`config.mk`:
```
export PLATFORM = sky130hd
export DESIGN_NAME = cpu3
export DESIGN_NICKNAME = d
export VERILOG_FILES = /design/src/rtl/cpu3_pkg.sv /design/src/rtl/cpu3_alu.sv /design/src/rtl/cpu3.sv
export SDC_FILE = /design/constraint.sdc
export NUM_CORES = 1
export LEC_CHECK = 0
export ABC_AREA = 1
export BUFFER_PORTS_ARGS = -buffer_cell sky130_fd_sc_hd__buf_4
export CORE_MARGIN = 2
export CORE_UTILIZATION = 45
export CTS_CLUSTER_SIZE = 8
export DETAILED_ROUTE_END_ITERATION = 16
export PLACE_DENSITY = 0.65
export SETUP_SLACK_MARGIN = 0.15
export SLEW_MARGIN = 20
export SYNTH_ARGS = -nofsm -noshare
export SYNTH_HDL_FRONTEND = slang
export SYNTH_SLANG_ARGS = --single-unit
```
`constraint.sdc`:
```
create_clock -name clock -period 6.4 [get_ports clock]
set_input_delay 0.64 -clock clock [delete_from_list [all_inputs] [get_ports clock]]
set_output_delay 0.64 -clock clock [all_outputs]
set_load 0.1 [all_outputs]
```
`src/rtl/cpu3_pkg.sv`:
```
// cpu3_pkg: shared opcode/state types and I/O select constants for the cpu3 core.
package cpu3_pkg;

    typedef enum logic [2:0] {
        OP_LOAD  = 3'd0,
        OP_STORE = 3'd1,
        OP_ADD   = 3'd2,
        OP_SUB   = 3'd3,
        OP_XOR   = 3'd4,
        OP_BNZ   = 3'd5,
        OP_IO    = 3'd6,
        OP_HALT  = 3'd7
    } opcode_e;

    typedef enum logic [1:0] {
        FETCH  = 2'd0,
        DECODE = 2'd1,
        MEM    = 2'd2,
        HALTED = 2'd3
    } state_e;

    // Address bit 0 of an IO instruction picks the direction.
    localparam logic IO_IN  = 1'b0;
    localparam logic IO_OUT = 1'b1;

    // True for opcodes that need a second memory access for their operand.
    function automatic logic needs_mem(input opcode_e op);
        logic r;
        case (op)
            OP_LOAD, OP_STORE, OP_ADD, OP_SUB, OP_XOR: r = 1'b1;
            default:                                    r = 1'b0;
        endcase
        return r;
    endfunction

endpackage

```
`src/rtl/cpu3_alu.sv`:
```
// cpu3_alu: combinational accumulator update for the memory-operand opcodes.
// Arithmetic wraps modulo 2^WORD_W; carry and borrow are dropped.
module cpu3_alu
    import cpu3_pkg::*;
#(
    parameter int WORD_W = 10
) (
    input  opcode_e            op,
    input  logic [WORD_W-1:0]  acc,
    input  logic [WORD_W-1:0]  operand,
    output logic [WORD_W-1:0]  result
);

    // Select the new accumulator value; non-ALU opcodes leave it unchanged.
    always_comb begin
        result = acc;
        case (op)
            OP_LOAD: result = operand;
            OP_ADD:  result = acc + operand;
            OP_SUB:  result = acc - operand;
            OP_XOR:  result = acc ^ operand;
            default: result = acc;
        endcase
    end

endmodule

```
`src/rtl/cpu3.sv`:
```
// cpu3: multi-cycle accumulator core with a req/ack memory port.
// One FSM (FETCH/DECODE/MEM/HALTED) sequences fetch, decode and operand access.
// All memory-port outputs are registered so they stay frozen through wait states.
module cpu3
    import cpu3_pkg::*;
#(
    parameter  int WORD_W = 10,
    parameter  int OP_W   = 3,
    localparam int ADDR_W = WORD_W - OP_W
) (
    input  logic              clock,
    input  logic              reset,
    output logic              mem_req,
    output logic              mem_we,
    output logic [ADDR_W-1:0] mem_addr,
    output logic [WORD_W-1:0] mem_wdata,
    input  logic [WORD_W-1:0] mem_rdata,
    input  logic              mem_ack,
    input  logic [WORD_W-1:0] switches,
    output logic [WORD_W-1:0] display,
    output logic              z_flag,
    output logic              halted
);

    state_e              state_r, state_s;
    logic [ADDR_W-1:0]   pc_r, pc_s;
    logic [WORD_W-1:0]   ir_r, ir_s;
    logic [WORD_W-1:0]   acc_r, acc_s;
    logic [WORD_W-1:0]   display_r, display_s;
    logic                mem_req_r, mem_req_s;
    logic                mem_we_r, mem_we_s;
    logic [ADDR_W-1:0]   mem_addr_r, mem_addr_s;
    logic [WORD_W-1:0]   mem_wdata_r, mem_wdata_s;
    logic                halted_r, halted_s;

    opcode_e             op_s;
    logic [ADDR_W-1:0]   opnd_s;
    logic [WORD_W-1:0]   alu_res_s;
    logic                ack_s;
    logic                acc_nz_s;

    assign op_s     = opcode_e'(ir_r[WORD_W-1:ADDR_W]);
    assign opnd_s   = ir_r[ADDR_W-1:0];
    // An ack only counts while a request is actually outstanding.
    assign ack_s    = mem_ack & mem_req_r;
    assign acc_nz_s = (acc_r != {WORD_W{1'b0}});

    cpu3_alu #(
        .WORD_W (WORD_W)
    ) u_alu (
        .op      (op_s),
        .acc     (acc_r),
        .operand (mem_rdata),
        .result  (alu_res_s)
    );

    // Next-state and next-register logic; every register holds unless told otherwise.
    always_comb begin
        state_s     = state_r;
        pc_s        = pc_r;
        ir_s        = ir_r;
        acc_s       = acc_r;
        display_s   = display_r;
        mem_req_s   = mem_req_r;
        mem_we_s    = mem_we_r;
        mem_addr_s  = mem_addr_r;
        mem_wdata_s = mem_wdata_r;
        halted_s    = halted_r;

        case (state_r)
            FETCH: begin
                if (!mem_req_r) begin
                    // First cycle after reset: launch the instruction fetch.
                    mem_req_s   = 1'b1;
                    mem_we_s    = 1'b0;
                    mem_addr_s  = pc_r;
                    mem_wdata_s = acc_r;
                end else if (ack_s) begin
                    ir_s      = mem_rdata;
                    pc_s      = pc_r + ADDR_W'(1'b1);
                    mem_req_s = 1'b0;
                    mem_we_s  = 1'b0;
                    state_s   = DECODE;
                end else begin
                    state_s = FETCH;
                end
            end

            DECODE: begin
                if (needs_mem(op_s)) begin
                    state_s     = MEM;
                    mem_req_s   = 1'b1;
                    mem_we_s    = (op_s == OP_STORE);
                    mem_addr_s  = opnd_s;
                    mem_wdata_s = acc_r;
                end else if (op_s == OP_HALT) begin
                    state_s   = HALTED;
                    halted_s  = 1'b1;
                    mem_req_s = 1'b0;
                    mem_we_s  = 1'b0;
                end else begin
                    // BNZ and IO finish here and chain straight into the next fetch.
                    state_s     = FETCH;
                    mem_req_s   = 1'b1;
                    mem_we_s    = 1'b0;
                    mem_addr_s  = pc_r;
                    mem_wdata_s = acc_r;
                    case (op_s)
                        OP_BNZ: begin
                            if (acc_nz_s) begin
                                pc_s       = opnd_s;
                                mem_addr_s = opnd_s;
                            end else begin
                                pc_s       = pc_r;
                                mem_addr_s = pc_r;
                            end
                        end
                        OP_IO: begin
                            if (opnd_s[0] == IO_OUT) begin
                                display_s = acc_r;
                            end else begin
                                acc_s = switches;
                            end
                        end
                        default: begin
                            state_s = FETCH;
                        end
                    endcase
                end
            end

            MEM: begin
                if (ack_s) begin
                    acc_s       = (op_s == OP_STORE) ? acc_r : alu_res_s;
                    state_s     = FETCH;
                    mem_req_s   = 1'b1;
                    mem_we_s    = 1'b0;
                    mem_addr_s  = pc_r;
                    mem_wdata_s = acc_r;
                end else begin
                    state_s = MEM;
                end
            end

            HALTED: begin
                halted_s  = 1'b1;
                mem_req_s = 1'b0;
                mem_we_s  = 1'b0;
            end

            default: begin
                state_s   = FETCH;
                mem_req_s = 1'b0;
                mem_we_s  = 1'b0;
            end
        endcase
    end

    // State and datapath registers with synchronous reset; reset abandons any access.
    always_ff @(posedge clock) begin
        if (reset) begin
            state_r     <= FETCH;
            pc_r        <= {ADDR_W{1'b0}};
            ir_r        <= {WORD_W{1'b0}};
            acc_r       <= {WORD_W{1'b0}};
            display_r   <= {WORD_W{1'b0}};
            mem_req_r   <= 1'b0;
            mem_we_r    <= 1'b0;
            mem_addr_r  <= {ADDR_W{1'b0}};
            mem_wdata_r <= {WORD_W{1'b0}};
            halted_r    <= 1'b0;
        end else begin
            state_r     <= state_s;
            pc_r        <= pc_s;
            ir_r        <= ir_s;
            acc_r       <= acc_s;
            display_r   <= display_s;
            mem_req_r   <= mem_req_s;
            mem_we_r    <= mem_we_s;
            mem_addr_r  <= mem_addr_s;
            mem_wdata_r <= mem_wdata_s;
            halted_r    <= halted_s;
        end
    end

    assign mem_req   = mem_req_r;
    assign mem_we    = mem_we_r;
    assign mem_addr  = mem_addr_r;
    assign mem_wdata = mem_wdata_r;
    assign display   = display_r;
    assign halted    = halted_r;
    assign z_flag    = ~acc_nz_s;

endmodule

```
==> results.json <==
{
  "drc": 0,
  "synthCells": 546,
  "detail-route-antenna-nets": 0,
  "synth-seq-cells": 59,
  "grt_max_degree": 43,
  "synth_top_area_share_pct": 32.3,
  "synth_ff_type": "dfxtp_1",
  "crit_start": "state_r[0]",
  "synth_edf_count": 0,
  "ctsRootBufferMaster": "clkbuf_8",
  "yosys-top-cells-count": "nand2_1, a21oi_1, o21ai_0",
  "synth-simple-area-share_pct": 28.0,
  "required_ns": 6.63,
  "cts_max_level": 3,
  "whs_path_depth": 2,
  "max_cap_viol_count": 0,
  "grt-ovfl-total": 0,
  "crit_path_end_kind": "flop",
  "period_share_pct": 45.9,
  "final_cell_area_sq_um": 4300,
  "ios": 54,
  "period_minus_slack_ns": 2.94,
  "synth_compound_gate_area_share_pct": 22.9,
  "area_growth_pct": 17.6,
  "grt_usage_pct": 25.0,
  "async_flop_share_pct": 0,
  "cts_setup_buffers": 0,
  "cts_buffer_depth": 2,
  "place_area_sq_um": 4090,
  "min_path_type": "flop to flop",
  "ys_seq_area_share_pct": 32.3,
  "max_freq_mhz": 340,
  "vias": 3817,
  "ys_top_cells_by_area": "dfxtp_1, nand2_1, a21oi_1",
  "max_slew.worst_pin.slew_ns": 0.769,
  "slew_headroom_pct": 48.7,
  "antenna_cells": 0,
  "reg2regPathDepth": 9,
  "drt_iter0_markers": 265,
  "avgSynthCellArea_sq_um": 6.69,
  "cts_inserted_buffers": 9,
  "cts_hold_buf": 0,
  "synth.distinct_cells": 37,
  "die_width_um": 94.1,
  "power.density_nw_per_um2": 479,
  "synthAdderAreaFrac_pct": 5.68,
  "slowest_delay_ns": 0.57,
  "die_height_um": 94.1,
  "row_count": 32,
  "yosysTopAreaCell": "dfxtp_1",
  "wl_per_cell_um": 15.1,
  "grt_pass1_vias": 3587,
  "r2r-start": "state_r[0]",
  "status": "finished clean",
  "hold_viol_final": 0,
  "crit_top_cell": "inv_1",
  "initial_core_util_pct": 46.8,
  "final_nets": 631,
  "synth_top_family_by_area": "simple AND/OR/NAND/NOR gates",
  "firstDrtPassIters": 5,
  "drive_gt1_share_pct": 16.2,
  "crit_slowest_cell": "ha_1",
  "drv_slew": 0,
  "synth_area_sq_um": 3650,
  "antenna_found_initial": 0,
  "routed_wl_mm": 10.6,
  "clock_latency_ns": 0.34,
  "peakVddDrop_mv": 0.356,
  "cts.repair.resized": 0,
  "place_congestion": 0.912,
  "crit_type": "flop to flop",
  "crit_fanout": 25,
  "crit_chain": "inv_1, ha_1, inv_1, nor2_1, inv_1, nand3_2, inv_1, o21ai_0, a21oi_1",
  "io_buffers": 53,
  "p_leak_nw": 1.92,
  "syn_nets": 585,
  "arrival_ns": 3.17,
  "cts_tree": "done",
  "via_per_inst": 5.46,
  "fin_skew_ns": 0.0104,
  "hpwl_mm": 7.68,
  "holdCritStartpoint": "ir_r[6]",
  "core_area_sq_um": 7810,
  "clkTransAtPathRegs_ns": 0.08,
  "synthMostInstantiatedCell": "nand2_1",
  "yosys_warnings": 0,
  "grt_first_pass_wirelength_mm": 17.4,
  "dieArea_sq_um": 8860,
  "synthXorXnorAreaFrac_pct": 2.40,
  "clock_sinks": 59,
  "finalSetupViolCount": 0,
  "rsz0062_at_grt": "no",
  "crit_path_start_kind": "flop",
  "setup_tns_ns": 0,
  "synthMuxAreaShare_pct": 0
}
[logic make-up (layout without fill, tap and decap cells)]
kind of cell               after synthesis  after routing
buffers and inverters                   79            130
xor gates and xnor gates                10             10
adders and majority gates               16             16
DFF                                     59             59
AOI/OAI and AO/OA                      154            154
and+or+nand+nor                        228            228
[sequential cells by signal, summed over array words and instances, names as in the netlist]
signal / count
mem_we: 1
mem_req: 1
pc_r: 7
mem_addr: 7
state_r: 2
halted: 1
mem_wdata: 10
display: 10
ir_r: 10
acc_r: 10
[critical path: cells and delay by family, from the launching register on]
| kind | cells | cell delay (ns) |
|---|---|---|
| buffers and inverters | 4 | 1.00 |
| adders and majority gates | 1 | 0.57 |
| and+or+nand+nor | 2 | 0.54 |
| AOI/OAI and AO/OA | 2 | 0.35 |
| DFF | 1 | 0.33 |
[layer usage]
layer | vias to the layer above | wire length [um] | global-route usage (%)
met5 | - | 0 | 0
li1 | 1920 | - | -
met2 | 138 | 4860 | 40.8
met4 | 0 | 247 | 8.57
met1 | 1741 | 4780 | 33.1
met3 | 18 | 661 | 4.49
[final cells by class]
class	count	area [sq um]
Multi-Input combinational cell	408	2160
Fill cell	820	3510
Clock buffer	9	124
Clock inverter	7	78.8
Sequential cell	59	1180
Timing Repair Buffer	53	398
Tap cell	102	128
Inverter	61	229
[cell usage in the layout, fill, tap and decap left out, types with 10 or more instances in the layout]
cell type | netlist | routed
xor2_1 | 10 | 10
dfxtp_1 | 59 | 59
inv_1 | 54 | 53
ha_1 | 15 | 15
nor2_1 | 52 | 52
o21ai_0 | 61 | 61
buf_4 | 1 | 53
nand2_1 | 105 | 105
a21oi_1 | 66 | 66
nand3_1 | 38 | 38
[final timing paths]
path | end | slack [ns]
max | mem_addr[1] | 3.46
min reg2reg | ir_r[6] | 0.49
max reg2reg | mem_addr[1] | 3.46
min | ir_r[6] | 0.49
[where the power goes]
group	total [mW]	internal (mW)	leakage [nW]	switching, mW
Clock	0.344	0.181	0.0916	0.163
Sequential	0.546	0.459	0.481	0.0861
Combinational	1.17	0.277	1.35	0.891
Total	2.06	0.917	1.92	1.14
[stage by stage]
stage | std cells | utilization [%] | power (mW) | setup slack [ns] | hold WS, ns
global route | 699 | 55.0 | 2.19 | 3.13 | 0.510
global placement | 683 | 52.4 | 1.70 | 3.53 | 0.480
floorplan | 546 | - | 1.45 | 3.78 | 0.450
finish | 699 | 55.0 | 2.06 | 3.46 | 0.493
detailed placement | 683 | 52.4 | 1.71 | 3.47 | 0.485
CTS | 699 | 55.0 | 2.06 | 3.52 | 0.497
No activity file was read; power rests on OpenSTA's default activity.
